## src/rtl/moore_pkg.sv

```systemverilog
`default_nettype none
// ============================================================================
// Module  : moore_pkg
// Purpose : Shared definitions for the serial bit-pattern detector: state
//           encoding width, state enumeration and the default pattern.
// Ports   : none (package)
// Revision: 1.0 - initial release
// ============================================================================
package moore_pkg;

  // Wide enough for PAT_LEN = 8, which needs 9 states (S0..S7 plus DETECT).
  localparam int STATE_W = 4;

  localparam int           DEF_PAT_LEN = 4;
  localparam logic [7:0]   DEF_PATTERN = 8'b0000_1011;
  localparam int           DEF_DETECT  = DEF_PAT_LEN;

  // Sk = "k leading pattern bits matched". DETECT is the index PAT_LEN,
  // so with a shorter pattern the higher codes are simply never reached.
  typedef enum logic [STATE_W-1:0] {
    S0, S1, S2, S3, S4, S5, S6, S7, S8
  } state_e;

endpackage : moore_pkg
`default_nettype wire

```

## src/rtl/moore_if.sv

```systemverilog
`default_nettype none
// ============================================================================
// Module  : moore_if
// Purpose : Serial-stream bundle between a bit source and the detector.
// Signals : din              - serial data bit
//           valid            - qualifies din
//           pattern_detector - high while the detector is in DETECT
// Revision: 1.0 - initial release
// ============================================================================
interface moore_if;
  logic din;
  logic valid;
  logic pattern_detector;

  modport master (output din, output valid, input  pattern_detector);
  modport slave  (input  din, input  valid, output pattern_detector);
endinterface : moore_if
`default_nettype wire

```

## src/rtl/moore_next_state.sv

```systemverilog
`default_nettype none
// ============================================================================
// Module  : moore_next_state
// Purpose : Purely combinational next-state lookup (state, din) -> state.
//           The table is built at elaboration from PATTERN using the
//           longest-prefix-that-is-a-suffix rule.
// Ports   : i_state - current state
//           i_din   - incoming bit
//           o_next  - next state if the bit is accepted
// Revision: 1.0 - initial release
// ============================================================================
module moore_next_state
  import moore_pkg::*;
#(
  parameter int                 PAT_LEN = DEF_PAT_LEN,
  parameter logic [PAT_LEN-1:0] PATTERN = DEF_PATTERN[PAT_LEN-1:0],
  parameter bit                 OVERLAP = 1'b1
) (
  input  state_e i_state,
  input  logic   i_din,
  output state_e o_next
);

  localparam logic [7:0] c_pat = 8'(PATTERN);

  // Matched prefix of length k followed by bit b: return the length of the
  // longest pattern prefix that is a suffix of that string. Prefix bit j
  // (j = 0 is first received) is pat[len-1-j].
  function automatic int f_next(input logic [7:0] pat, input int len,
                                input int k, input logic b);
    logic [8:0] s;
    logic       ok;
    int         best;
    s = '0;
    for (int i = 0; i < 9; i++) begin
      if (i < k)       s[i] = pat[len-1-i];
      else if (i == k) s[i] = b;
    end
    best = 0;
    for (int l = 1; l <= len; l++) begin
      if (l <= k + 1) begin
        ok = 1'b1;
        for (int j = 0; j < l; j++)
          if (s[k+1-l+j] != pat[len-1-j]) ok = 1'b0;
        if (ok) best = l;
      end
    end
    return best;
  endfunction

  state_e w_tab [0:PAT_LEN][0:1];

  for (genvar g_st = 0; g_st <= PAT_LEN; g_st++) begin : g_state
    for (genvar g_b = 0; g_b < 2; g_b++) begin : g_bit
      // Without overlap, DETECT restarts from an empty prefix.
      localparam int c_k = (g_st == PAT_LEN && !OVERLAP) ? 0 : g_st;
      localparam int c_n = f_next(c_pat, PAT_LEN, c_k, g_b[0]);
      assign w_tab[g_st][g_b] = state_e'(c_n);
    end
  end

  always_comb begin
    o_next = S0;
    for (int st = 0; st <= PAT_LEN; st++)
      if (i_state == state_e'(st))
        o_next = i_din ? w_tab[st][1] : w_tab[st][0];
  end

endmodule : moore_next_state
`default_nettype wire

```

## src/rtl/moore.sv

```systemverilog
`default_nettype none
// ============================================================================
// Module  : moore
// Purpose : Moore serial bit-pattern detector. One bit is accepted per clock
//           while valid is high; pattern_detector is decoded from the state
//           register only (no combinational path from din).
// Ports   : clk - clock, rising edge
//           rst - synchronous active-high reset
//           bus - moore_if.slave (din, valid in; pattern_detector out)
// Revision: 1.0 - initial release
// ============================================================================
module moore
  import moore_pkg::*;
#(
  parameter int                 PAT_LEN = DEF_PAT_LEN,
  parameter logic [PAT_LEN-1:0] PATTERN = DEF_PATTERN[PAT_LEN-1:0],
  parameter bit                 OVERLAP = 1'b1
) (
  input  wire    clk,
  input  wire    rst,
  moore_if.slave bus
);

  localparam state_e c_detect = state_e'(PAT_LEN);

  state_e r_state;
  state_e w_lut;
  state_e w_state_nxt;

  moore_next_state #(
    .PAT_LEN (PAT_LEN),
    .PATTERN (PATTERN),
    .OVERLAP (OVERLAP)
  ) u_next (
    .i_state (r_state),
    .i_din   (bus.din),
    .o_next  (w_lut)
  );

  always_ff @(posedge clk) begin
    if (rst) r_state <= S0;
    else     r_state <= w_state_nxt;
  end

  // din is only looked at when valid is high, so X/Z on an idle cycle
  // cannot reach the state register.
  always_comb begin
    w_state_nxt          = r_state;
    bus.pattern_detector = (r_state == c_detect);
    if (bus.valid) w_state_nxt = w_lut;
  end

endmodule : moore
`default_nettype wire

```

## src/flat_wrapper.sv

```systemverilog
// flat-port wrapper written by rule: the top's interface ports become plain ports
module moore_flat import moore_pkg::*;
#(
  parameter int                 PAT_LEN = DEF_PAT_LEN,
  parameter logic [PAT_LEN-1:0] PATTERN = DEF_PATTERN[PAT_LEN-1:0],
  parameter bit                 OVERLAP = 1'b1
)
  (clk, rst, bus_din, bus_valid, bus_pattern_detector);
  moore_if bus_i ();
  input  wire clk;
  input  wire rst;
  input wire logic [$bits(bus_i.din)-1:0] bus_din;
  input wire logic [$bits(bus_i.valid)-1:0] bus_valid;
  output wire logic [$bits(bus_i.pattern_detector)-1:0] bus_pattern_detector;
  assign bus_i.din = bus_din;
  assign bus_i.valid = bus_valid;
  assign bus_pattern_detector = bus_i.pattern_detector;
  moore #(.PAT_LEN(PAT_LEN), .PATTERN(PATTERN), .OVERLAP(OVERLAP)) u_core (.clk(clk), .rst(rst), .bus(bus_i));
endmodule
```

## config.mk

```make
export PLATFORM = sky130hd
export DESIGN_NAME = moore_flat
export DESIGN_NICKNAME = d
export VERILOG_FILES = /design/src/rtl/moore_pkg.sv /design/src/rtl/moore_if.sv /design/src/rtl/moore_next_state.sv /design/src/rtl/moore.sv /design/src/flat_wrapper.sv
export SDC_FILE = /design/constraint.sdc
export NUM_CORES = 1
export LEC_CHECK = 0
export BUFFER_PORTS_ARGS = -buffer_cell sky130_fd_sc_hd__buf_4
export CAP_MARGIN = 20
export CORE_AREA = 3 3 40 42
export DETAILED_ROUTE_END_ITERATION = 10
export DIE_AREA = 0 0 43 45
export HOLD_SLACK_MARGIN = 0.12
export PLACE_DENSITY = 0.32
export SYNTH_ARGS = -nofsm -noshare
export SYNTH_HDL_FRONTEND = slang
export SYNTH_SLANG_ARGS = --single-unit
```

## constraint.sdc

```tcl
create_clock -name clk -period 0.9 [get_ports clk]
set_clock_uncertainty 0.1 [all_clocks]
set_input_delay 0.09 -clock clk [delete_from_list [all_inputs] [get_ports clk]]
set_output_delay 0.09 -clock clk [all_outputs]
set_load 0.1 [all_outputs]
```

==> flow_summary.ini <==
[die]
core_area_mm2 = 0.00128
rows = 13
dieWidth_um = 43
io_pins = 5
die_area_mm2 = 0.00194
die_height_um = 45
start_util_pct = 13.0

[placement]
gp_congestion = 0.603
port_buffers = 4
dp.cells = 39
preCtsSetupSlack_ps = -148
hpwlAfterDp_um = 272

[clocking]
cts_tree = yes
cts-buffers-inserted = 3
htreeDepth = 1
cts.clk_slew.worst_paths_ps = 40
cts.path.max_buffers = 2
ctsHoldBuffers = 1
cts_root_buffer = clkbuf_4
insertion_delay_ps = 230
clock_sinks = 3

[worst_setup_path]
cp_max_fo = 2
cp-start-kind = flop
cp_data_required_time_ps = 710
crit_path_cell_trace = nor3b_4 -> buf_12
rrSetupSlack_ps = -270
slowest_delay_ps = 340
timing.critical_path.buf_inv = 1
crit_type = flop to output pin
crit_slowest_cell = dfxtp_4
crit_arrival_ps = 1030
cpLargestDelayFamily = flip-flops
setup.worst_path.end_class = output pin

[outcome]
status = complete, but fails checks
violations = setup timing

[route]
viasPerCell = 3.83
firstDrtPassIters = 4
ant_nets = 0
wl_per_cell_um = 8.24
vias = 176
drt-initial-drc-count = 2
drc = 0
drt_wl_total_um = 379

[sta]
max_freq_mhz = 819
period_minus_slack_ps = 1220
setup_slack_ps = -321
setup_viol = 4
tns_ps = -864
finalHoldViolCount = 0
worst_slew_margin_rel_pct = 85.1
post-route-period-util_pct = 136
slew_violations = 0
rsz0062_at_grt = true
tightest_slew_ps = 223

[pwr]
p_leak_uw = 0.000110
ir_drop_uv = 513
pwr_density_cell_mw_per_mm2 = 1350
p_total_uw = 412

[yosys]
synthCells = 18
synth-xor-area-share_pct = 0
synth_nets = 22
synthDistinctLibCells = 12
muxShareOfSynthArea_pct = 6.77
synth.area.top_cells = dfxtp_1, nand3b_1, nand2b_1
synth-compound-area-share_pct = 18.8
syn_avg_cell_area_um2 = 9.25
yosys_warnings = 0
yosysSeqAreaShare_pct = 36.1
synthesis.area_um2 = 166
synth_top_area_share_pct = 36.1
synth_top_family_by_area = simple AND/OR/NAND/NOR gates
ys_ff_latch = 3
synth_simple_gate_area_share_pct = 38.3
synthAdderAreaFrac_pct = 0
synth_top_area_cell = dfxtp_1

[grt]
grt_max_degree = 8
grt.total_usage_pct = 4.74
antenna_found_initial = 0
grt_pass1_vias = 175
overflow = 0
grt_pass1_wl_um = 655

[cells_and_area]
top_regs = u_core.r_state: 3 flops
fin_cells = 46
final_util_pct = 23.9
area_delta_synth_final_pct = 84.2
regMostFlops = u_core.r_state
nets = 36
layout-drive-gt1-share_pct = 54.8
largest_register_ffs = 3
antenna_cells = 0

[run]
maxCapViolCount = 0

[min_path]
hold_path_class = input pin to flop
==> kinds of logic (layout without fill, tap and decap cells) <==
| family | Yosys count | count (layout) |
|---|---|---|
| AOI/OAI and AO/OA | 5 | 5 |
| buffers and inverters | 0 | 13 |
| DFF | 3 | 3 |
| muxes | 1 | 1 |
| and+or+nand+nor | 9 | 9 |
==> worst reg2reg max path: stages (launching register included) <==
cell,delay (ps)
dfxtp_4,340
nor3b_4,250
buf_4,150
nand3b_1,70
a31oi_1,180
==> synth_stat cells, drive strengths merged <==
cell type and count:
dfxtp 3, nor3b 1, nand2b 2, nand4 1, o211ai 1, a31oi 1, nand3b 3, a21o 1
a21oi 2, nor2 2, mux2 1
==> layout make-up <==
cell class                      count  area (um^2)
Sequential cell                     3         66.3
Tap cell                           15         18.8
Multi-Input combinational cell     15          113
Clock buffer                        4         26.3
Timing Repair Buffer                9         82.6
Fill cell                         143          978
==> per-layer routing <==
metal / track usage (%) / wire, um
met2: 6.89 / 158
met5: 0 / 0
met3: 1.59 / 45
met4: 5.42 / 0
met1: 5.05 / 175
==> metrics by stage <==
step / hold slack (ps) / area [um^2]
6_report: 67.7 / 307
5_1_grt: 83.1 / 307
4_1_cts: 62.9 / 307
3_5_place_dp: 168 / 243
3_3_place_gp: 170 / 243
2_1_floorplan: 49.4 / 179
==> cells in the final DEF, fill, tap and decap left out, types with 2 or more instances in the layout <==
master / Yosys / layout
nand3b_1: 3 / 3
buf_4: 0 / 7
a21oi_1: 2 / 2
nand2b_1: 2 / 2
dfxtp_2: 0 / 2
clkbuf_4: 0 / 3
==> worst paths after layout <==
kind                           from                    to  cells after the start
setup / recovery  u_core.r_state[0]  bus_pattern_detector                      2
hold / removal              bus_din     u_core.r_state[0]                      3
setup reg to reg  u_core.r_state[0]     u_core.r_state[1]                      4
hold reg to reg   u_core.r_state[2]     u_core.r_state[2]                      2
==> power breakdown <==
part	leakage (uW)	switching, uW	total [uW]	internal, uW
Combinational	0.0000691	17.4	42.0	24.6
Sequential	0.0000261	4.71	141	137
Clock	0.0000150	63.2	229	166
Total	0.000110	85.4	412	327
==> repair_timing <==
action,CTS,global route
buffers inserted,2,0
endpoints found under the hold margin,3,3
pin swaps,1,1
endpoints found under the setup margin,4,4
gates resized for setup,3,0
Note: power is estimated with default switching activity, not from simulation.
